### config.mk
export PLATFORM = sky130hd
export DESIGN_NAME = adc_rx_sequencer
export DESIGN_NICKNAME = d
export VERILOG_FILES = /design/src/rtl/adc_rx_sequencer.sv
export SDC_FILE = /design/constraint.sdc
export NUM_CORES = 1
export LEC_CHECK = 0
export CAP_MARGIN = 30
export CORE_ASPECT_RATIO = 0.8
export CORE_MARGIN = 5
export CORE_UTILIZATION = 51
export CTS_BUF_LIST = sky130_fd_sc_hd__clkbuf_8
export DETAILED_ROUTE_END_ITERATION = 8
export PLACE_DENSITY = 0.81
export SYNTH_ARGS = -nofsm -noshare
export SYNTH_HDL_FRONTEND = slang
export SYNTH_SLANG_ARGS = --single-unit
### constraint.sdc
create_clock -name spi_clk_rx -period 2.24 [get_ports spi_clk_rx]
set_input_delay 0.448 -clock spi_clk_rx [delete_from_list [all_inputs] [get_ports spi_clk_rx]]
set_output_delay 0.448 -clock spi_clk_rx [all_outputs]
set_load 0.005 [all_outputs]
### src/rtl/adc_rx_sequencer.sv
// adc_rx_sequencer: scan controller for the serial ADC receive path.
// A divider paces scans. Each scan walks the latched channel mask from the
// lowest set bit upwards. For each channel it frames one SPI transfer: the
// address goes out on MOSI MSB first and the result comes in on MISO, first
// sampled bit in the LSB. Results go to a single-entry valid/ready buffer.
// All outputs are registered copies of the next-state decode.
module adc_rx_sequencer #(
    parameter int DATA_BITS  = 8,
    parameter int ADDR_BITS  = 2,
    parameter int NUM_CH     = 4,
    parameter int FRAME_BITS = 16,
    parameter int HOLD_CYC   = 4,
    parameter int TRIG_DIV   = 100
) (
    input  logic                 spi_clk_rx,
    input  logic                 RST_n,
    input  logic                 enable,
    input  logic [NUM_CH-1:0]    ch_mask,
    input  logic                 clr_err,
    input  logic                 spi_miso,
    output logic                 spi_cs_n,
    output logic                 spi_mosi,
    output logic                 sclk_en,
    output logic [DATA_BITS-1:0] rx_data,
    output logic [ADDR_BITS-1:0] rx_ch,
    output logic                 rx_valid,
    input  logic                 rx_ready,
    output logic                 busy,
    output logic                 overrun,
    output logic                 trig_miss
);

    localparam int CNT_MAX      = (FRAME_BITS > HOLD_CYC) ? FRAME_BITS : HOLD_CYC;
    localparam int CNT_W        = $clog2(CNT_MAX + 1);
    localparam int DIV_W        = $clog2(TRIG_DIV);
    localparam int SAMPLE_START = FRAME_BITS - DATA_BITS;

    typedef enum logic [2:0] {
        S_IDLE      = 3'd0,
        S_WAIT_TRIG = 3'd1,
        S_SETUP     = 3'd2,
        S_SHIFT     = 3'd3,
        S_HOLD      = 3'd4
    } state_t;

    // Lowest set bit of mask at or above start; MSB of the result flags "found".
    function automatic logic [ADDR_BITS:0] find_ch(input logic [NUM_CH-1:0] mask,
                                                   input int start);
        logic [ADDR_BITS:0] r;
        r = '0;
        for (int i = NUM_CH - 1; i >= 0; i--) begin
            if (mask[i] && (i >= start)) begin
                r = {1'b1, ADDR_BITS'(i)};
            end
        end
        return r;
    endfunction

    state_t               state_q, state_d;
    logic [DIV_W-1:0]     div_q, div_d;
    logic [CNT_W-1:0]     cnt_q, cnt_d;
    logic [NUM_CH-1:0]    mask_q, mask_d;
    logic [ADDR_BITS-1:0] ch_q, ch_d;
    logic [DATA_BITS-1:0] shreg_q, shreg_d;
    logic                 cs_n_q, cs_n_d;
    logic                 mosi_q, mosi_d;
    logic                 sclk_en_q, sclk_en_d;
    logic                 busy_q, busy_d;
    logic [DATA_BITS-1:0] rx_data_q, rx_data_d;
    logic [ADDR_BITS-1:0] rx_ch_q, rx_ch_d;
    logic                 rx_valid_q, rx_valid_d;
    logic                 overrun_q, overrun_d;
    logic                 trig_miss_q, trig_miss_d;

    logic                 trig_s;
    logic                 frame_done_s;
    logic                 hold_done_s;
    logic                 ovr_set_s;
    logic                 miss_set_s;
    logic [ADDR_BITS:0]   first_s;
    logic [ADDR_BITS:0]   next_s;
    logic [ADDR_BITS-1:0] addr_sh_s;

    assign trig_s       = (div_q == DIV_W'(TRIG_DIV - 1));
    assign frame_done_s = (state_q == S_SHIFT) && (cnt_q == CNT_W'(FRAME_BITS - 1));
    assign hold_done_s  = (state_q == S_HOLD) && (cnt_q == CNT_W'(HOLD_CYC - 1));
    assign first_s      = find_ch(ch_mask, 0);
    assign next_s       = find_ch(mask_q, int'(ch_q) + 1);

    // Next-state, datapath and registered-output decode.
    always_comb begin
        state_d    = state_q;
        div_d      = '0;
        cnt_d      = cnt_q;
        mask_d     = mask_q;
        ch_d       = ch_q;
        shreg_d    = shreg_q;
        rx_data_d  = rx_data_q;
        rx_ch_d    = rx_ch_q;
        rx_valid_d = rx_valid_q;
        ovr_set_s  = 1'b0;

        if (enable) begin
            if (trig_s) begin
                div_d = '0;
            end else begin
                div_d = div_q + DIV_W'(1);
            end
        end else begin
            div_d = '0;
        end

        case (state_q)
            S_IDLE: begin
                if (enable) begin
                    state_d = S_WAIT_TRIG;
                end else begin
                    state_d = S_IDLE;
                end
            end
            S_WAIT_TRIG: begin
                if (!enable) begin
                    state_d = S_IDLE;
                end else if (trig_s && (ch_mask != '0)) begin
                    mask_d  = ch_mask;
                    ch_d    = first_s[ADDR_BITS-1:0];
                    state_d = S_SETUP;
                end else begin
                    state_d = S_WAIT_TRIG;
                end
            end
            S_SETUP: begin
                cnt_d   = '0;
                state_d = S_SHIFT;
            end
            S_SHIFT: begin
                if (cnt_q >= CNT_W'(SAMPLE_START)) begin
                    shreg_d = {spi_miso, shreg_q[DATA_BITS-1:1]};
                end else begin
                    shreg_d = shreg_q;
                end
                if (frame_done_s) begin
                    cnt_d   = '0;
                    state_d = S_HOLD;
                end else begin
                    cnt_d = cnt_q + CNT_W'(1);
                end
            end
            S_HOLD: begin
                if (hold_done_s) begin
                    cnt_d = '0;
                    if (!enable) begin
                        state_d = S_IDLE;
                    end else if (next_s[ADDR_BITS]) begin
                        ch_d    = next_s[ADDR_BITS-1:0];
                        state_d = S_SETUP;
                    end else begin
                        state_d = S_WAIT_TRIG;
                    end
                end else begin
                    cnt_d = cnt_q + CNT_W'(1);
                end
            end
            default: begin
                state_d = S_IDLE;
            end
        endcase

        // A finished frame is offered to the buffer; a full, stalled buffer drops it.
        if (frame_done_s) begin
            if (!rx_valid_q || rx_ready) begin
                rx_data_d  = shreg_d;
                rx_ch_d    = ch_q;
                rx_valid_d = 1'b1;
            end else begin
                ovr_set_s = 1'b1;
            end
        end else if (rx_valid_q && rx_ready) begin
            rx_valid_d = 1'b0;
        end else begin
            rx_valid_d = rx_valid_q;
        end

        miss_set_s  = trig_s && (state_q != S_WAIT_TRIG);
        overrun_d   = ovr_set_s  | (overrun_q   & ~clr_err);
        trig_miss_d = miss_set_s | (trig_miss_q & ~clr_err);

        addr_sh_s = ch_d << cnt_d;
        cs_n_d    = !((state_d == S_SETUP) || (state_d == S_SHIFT));
        sclk_en_d = (state_d == S_SHIFT);
        busy_d    = (state_d == S_SETUP) || (state_d == S_SHIFT) || (state_d == S_HOLD);
        mosi_d    = ((state_d == S_SHIFT) && (cnt_d < CNT_W'(ADDR_BITS)))
                    ? addr_sh_s[ADDR_BITS-1] : 1'b0;
    end

    // State and output registers with synchronous active-low reset.
    always_ff @(posedge spi_clk_rx) begin
        if (!RST_n) begin
            state_q     <= S_IDLE;
            div_q       <= '0;
            cnt_q       <= '0;
            mask_q      <= '0;
            ch_q        <= '0;
            shreg_q     <= '0;
            cs_n_q      <= 1'b1;
            mosi_q      <= 1'b0;
            sclk_en_q   <= 1'b0;
            busy_q      <= 1'b0;
            rx_data_q   <= '0;
            rx_ch_q     <= '0;
            rx_valid_q  <= 1'b0;
            overrun_q   <= 1'b0;
            trig_miss_q <= 1'b0;
        end else begin
            state_q     <= state_d;
            div_q       <= div_d;
            cnt_q       <= cnt_d;
            mask_q      <= mask_d;
            ch_q        <= ch_d;
            shreg_q     <= shreg_d;
            cs_n_q      <= cs_n_d;
            mosi_q      <= mosi_d;
            sclk_en_q   <= sclk_en_d;
            busy_q      <= busy_d;
            rx_data_q   <= rx_data_d;
            rx_ch_q     <= rx_ch_d;
            rx_valid_q  <= rx_valid_d;
            overrun_q   <= overrun_d;
            trig_miss_q <= trig_miss_d;
        end
    end

    assign spi_cs_n  = cs_n_q;
    assign spi_mosi  = mosi_q;
    assign sclk_en   = sclk_en_q;
    assign busy      = busy_q;
    assign rx_data   = rx_data_q;
    assign rx_ch     = rx_ch_q;
    assign rx_valid  = rx_valid_q;
    assign overrun   = overrun_q;
    assign trig_miss = trig_miss_q;

endmodule

==> Yosys cells after proc, flatten, opt, wreduce, memory -nomap -nowiden <==
Cells that the tools add are included.
{ "totals": {"reg_bits": 46, "latchBits": 0, "ramBits": 0, "rom_bits": 0, "inputBits": 10, "output_inout_bits": 17, "memories": 0} }
{ "classes": {"addsub": 3, "n_mul": 0, "n_div": 0, "order_cmp": 6, "eq_ne": 12, "shifts": 1, "n_mux": 32, "bitwise": 7, "reduce_logical": 23} }
{ "ops": {"columns": ["op", "n"], "rows": [
  ["2-bit 2-to-1 mux", 13],
  ["3-bit 2-to-1 mux", 6],
  ["8-bit 2-to-1 mux", 2],
  ["3-bit case mux with 5 select lines", 1],
  ["5-bit case mux with 3 select lines", 1],
  ["3-bit by 2-bit equality test with 1-bit output, second input constant", 4],
  ["1-bit logical AND", 10],
  ["5-bit 2-to-1 mux", 2],
  ["7-bit by 1-bit adder with 7-bit output, second input constant", 1],
  ["7-bit equality test, second input constant", 1],
  ["3-bit equality test, second input constant", 2],
  ["1-bit by 3-bit >= comparator with 1-bit output, first input constant", 2],
  ["2-bit by 3-bit >= comparator with 1-bit output, first input constant", 2],
  ["1-bit 2-to-1 mux", 6],
  ["2-bit AND reduction", 3],
  ["5-bit by 1-bit adder with 5-bit output, second input constant", 1],
  ["5-bit by 2-bit equality test with 1-bit output, second input constant", 1],
  ["5-bit by 4-bit equality test with 1-bit output, second input constant", 1],
  ["5-bit by 4-bit >= comparator with 1-bit output, second input constant", 1],
  ["5-bit by 2-bit less-than comparator with 1-bit output, second input constant", 1],
  ["2-bit by 5-bit left shift with 2-bit output", 1],
  ["2-bit case mux with 2 select lines", 1],
  ["4-bit nonzero test", 1],
  ["2-bit by 1-bit adder with 3-bit output, second input constant", 1],
  ["12 further kinds", 19]
]} }

==> Depth between registers and ports, before layout <==
{ "logic_depth": {"ltp_word": 14, "depth_mapped": 9} }

==> Least setup slack after synthesis <==
Ideal clock, no wire load.
{ "synth_timing": {"path_kind": "register to register", "from": "register cnt_q[1]", "to": "register mosi_q, in the netlist spi_mosi", "setup_ns": 0.103, "arrival_time_ns": 2.336, "required_time_ns": 2.137, "setup_slack_ns": -0.199, "path_stages_with_launch": 7, "path_buffers": 0, "path_cell_list": "dfxtp_1 ha_1 or4b_4 a2bb2oi_1 mux2i_1 or3_1 a2111oi_2"} }
{ "synth_via": {"elab_chain_cells": 7, "elab_cells_between_ends": 18} }
{ "synth_lines": {"columns": ["element", "line", "rtl"], "rows": [
  ["start, declared", "61", "logic [CNT_W-1:0] cnt_q, cnt_d;"],
  ["start signal, assigned", "217", "cnt_q <= cnt_d;"],
  ["parallel branches: the longest is 7 deep, another holds 5-bit by 1-bit adder with 5-bit output", null, null],
  ["end signal, assigned", "222", "mosi_q <= mosi_d;"],
  ["end, declared", "66", "logic mosi_q, mosi_d;"]
]} }
Parallel ways; which one is timed is not known.
A chain may end at the register's enable or synchronous reset.

==> Final worst setup path <==
{ "layout_timing": {"from": "register state_q[0]", "to": "register mosi_q, in the netlist spi_mosi"} }
{ "layout_via": {"elab_chain_cells": 7, "elab_cells_between_ends": 20} }
{ "layout_lines": {"columns": ["element", "line", "rtl"], "rows": [
  ["start, declared", "59", "state_t state_q, state_d;"],
  ["start signal, assigned", "215", "state_q <= state_d;"],
  ["3-bit equality test / 3-bit by 2-bit equality test with 1-bit output (equally long branches)", "86, 113, 85", null],
  ["1-bit logical AND (on tied branches)", "86, 85", null],
  ["5-bit 2-to-1 mux (tied with other cells)", "150", "if (hold_done_s) begin"],
  ["5-bit case mux with 3 select lines / 3-bit case mux with 5 select lines (equally long branches)", "113", "case (state_q)"],
  ["5-bit by 2-bit less-than comparator with 1-bit output / 3-bit by 2-bit equality test with 1-bit output (equally long branches)", "192", "mosi_d = ((state_d == S_SHIFT) && (cnt_d < CNT_W'(ADDR_BITS)))"],
  ["1-bit logical AND", "192", null],
  ["2-bit AND reduction (no source line)", null, null]
]} }
Parallel ways exist; a longest one is shown, timed or not.

==> flow_metrics.tcl <==
set metrics [dict create \
    hold_end "div_q[0]$_SDFF_PP0_" \
    fin_area_um2 2760 \
    max_stage_delay_ns 0.54 \
    whs_path_depth 1 \
    wl_met3_um 162 \
    r2r_cells 5 \
    cp_cell_sequence "or4bb_4, or3_4, o32ai_4, nand2_2, a2111oi_4" \
    worstReg2RegEnd "spi_mosi$_SDFF_PP0_" \
    antenna_found_initial 0 \
    nets 281 \
    numCtsBuffers 5 \
    required_ns 2.44 \
    cap_violations 0 \
    crit_path_start_kind "register" \
    synth_flop_cell "dfxtp_1" \
    cts_max_path_buffers 2 \
    critPathBufInv 0 \
    gp_congestion 0.827 \
    r2r_setup_slack_ns 0.08 \
    grt_start_max_net_pins 25 \
    rows 20 \
    fin_hold_ws_ns 0.470 \
    fmax_mhz 464 \
    crit_family "simple AND/OR/NAND/NOR gates" \
    cts_tree "built" \
    cts.clk_slew.worst_paths_ns 0.08 \
    drt_iter0_markers 85 \
    port_buffers 26 \
    grt_usage 0.189 \
    drive_gt1_frac 0.224 \
    placed_area_um2 2570 \
    hold_start "div_q[0]$_SDFF_PP0_" \
    met2_length_um 2160 \
    crit_fanout 6 \
    power_density_nw_per_um2 546 \
    drv_slew 0 \
    yosysWarnings 0 \
    synth-edff-count 0 \
    syn-num-nets 224 \
    crit_slowest_cell "or4bb_4" \
    total_power_uw 1510 \
    design.core.area_um2 3800 \
    hp-class "reg2reg" \
    tightest_slew_ns 0.582 \
    die_y_um 66.2 \
    cts_hold_buf 0 \
    final_util 0.725 \
    worstSetupPathType "reg2reg" \
    dieArea_um2 5310 \
    synth_cells 210 \
    arrival_ns 2.36 \
    routed_wirelength_um 4490 \
    gr-total-overflow 0 \
    finalSetupViolations 0 \
    dieWidth_um 80.2 \
    synth.distinct_cells 45 \
    peakVddDrop_v 0.000438 \
    vias_per_cell 5.22 \
    wl_per_cell_um 13.9 \
    grt_pass1_wl_um 7770 \
    min_period_ns 2.16 \
    drt_pre_antenna_iters 4 \
    first_global_vias 1688 \
    async_flop_share 0 \
    boundaryPins 27 \
    dr.max_layer_used "met4" \
    status "completed" \
    antenna_cells 0 \
    rsz0062_at_grt "yes" \
    startpoint "state_q[0]$_SDFF_PN0_" \
    avgSynthCellArea_um2 9.58 \
    hold_viol_final 0 \
    clock_skew_ns 0.00489 \
    wl_met1_um 2080 \
    postRouteAntennaNets 0 \
    synth-seq-cells 45 \
    dpl.hpwl_um 3250 \
    final.period_utilization 0.962 \
    initial_core_util 0.529 \
    endpoint_kind "register" \
    netlist_area_um2 2010 \
    vias 1686 \
    clk_latency_ns 0.30 \
    rr_startpoint "state_q[0]$_SDFF_PN0_" \
    drc_errors 0 \
    syn_to_final_growth_pct 37.1 \
    cts_root_buf "clkbuf_8" \
    fillers 301 \
    fin_tns_setup_ns 0 \
    power.static_leakage_uw 0.00112 \
    synth-seq-area-share 0.448 \
    cts_sinks 45 \
    slew_headroom 0.611 \
    h-tree-depth 2 \
]
[synth_stat cells (2+ instances only)]
cell,number,area share
nor2b_1,19,0.059
nor3_1,4,0.010
dfxtp_1,45,0.45
or3_1,2,0.0062
clkbuf_1,5,0.0093
nor3b_1,2,0.0075
o211a_1,8,0.040
o311a_1,2,0.010
mux2i_1,14,0.070
nand2_1,16,0.030
nand2b_1,5,0.016
o21ai_0,3,0.0075
ha_1,4,0.025
nand3b_1,2,0.0075
nor2_1,14,0.026
inv_1,14,0.026
and2_1,5,0.016
o22ai_1,5,0.016
or4b_4,2,0.014
and3_1,2,0.0062
a21oi_1,4,0.010
nor4_1,2,0.0062
xor2_1,2,0.0087
nand3_1,6,0.015
xnor2_1,3,0.013
[cell families after synthesis]
logic type	share of synthesized area
compound gates	0.140
flops	0.448
xor+xnor	0.0218
mux	0.0696
simple gates	0.256
fa+ha+maj	0.0249
buf+inv	0.0398
[worst max path at each step]
| stage | depth (start not counted) | to |
|---|---|---|
| after floorplan | 6 | spi_mosi$_SDFF_PP0_ |
| final | 5 | spi_mosi$_SDFF_PP0_ |
| after CTS | 5 | spi_mosi$_SDFF_PP0_ |
| after global routing | 8 | spi_mosi$_SDFF_PP0_ |
| after detailed placement | 6 | spi_mosi$_SDFF_PP0_ |
| after global placement | 6 | spi_mosi$_SDFF_PP0_ |
[metrics by stage]
| step | cells | setup WS [ns] |
|---|---|---|
| 6_report | 323 | 0.0845 |
| 3_5_place_dp | 314 | -0.535 |
| 4_1_cts | 323 | 0.0472 |
| 5_1_grt | 323 | -0.0246 |
| 3_3_place_gp | 314 | -0.437 |
| 2_1_floorplan | 210 | 0.00745 |
[sequential cells by signal, summed over array words and instances, names as in the netlist]
name,cells
busy,1
ch_q,2
cnt_q,5
div_q,7
mask_q,3
overrun,1
rx_ch,2
rx_data,8
rx_valid,1
sclk_en,1
shreg_q,8
spi_cs_n,1
spi_mosi,1
state_q,3
trig_miss,1
[cells in the final DEF, fill, tap and decap left out, drive strengths merged, types with 6 or more instances in the layout]
cell type / instances
dfxtp: 45
o211a: 8
buf: 31
inv: 14
nand2: 16
clkdlybuf4s50: 25
nand3: 6
nor2: 14
nor2b: 19
mux2i: 14
clkbuf: 6
[where the power goes]
group | internal (uW) | switching [uW]
Combinational | 36.3 | 28.0
Clock | 363 | 277
Sequential | 801 | 2.77
[worst reg2reg max path: cells and delay by family (launching register included)]
family	cells	cell delay, ns
AO/OA/AOI/OAI	2	0.63
flip-flops	1	0.37
AND/OR/NAND/NOR	3	1.04
[routing by layer]
| metal | track usage | up-vias |
|---|---|---|
| met4 | 0.0886 | 0 |
| met5 | 0 | - |
| met1 | 0.233 | 791 |
| met2 | 0.312 | 35 |
| li1 | - | 852 |
| met3 | 0.0436 | 8 |
[what timing repair did]
item | in CTS | in global routing
setup buffers | 1 | 0
hold endpoints to repair | 0 | 0
gates resized for setup | 6 | 6
setup endpoints to repair | 1 | 3
cloned | 0 | 0
pin swaps | 6 | 1
[cell type report]
type	instances	area, um^2	share of cell area
Multi-Input combinational cell	144	1120	0.405
Sequential cell	45	905	0.328
Clock buffer	6	82.6	0.0299
Clock inverter	2	37.5	0.0136
Inverter	14	52.6	0.0190
Timing Repair Buffer	57	495	0.180
Tap cell	55	68.8	0.0249
Power figures use the tool's default switching activity.
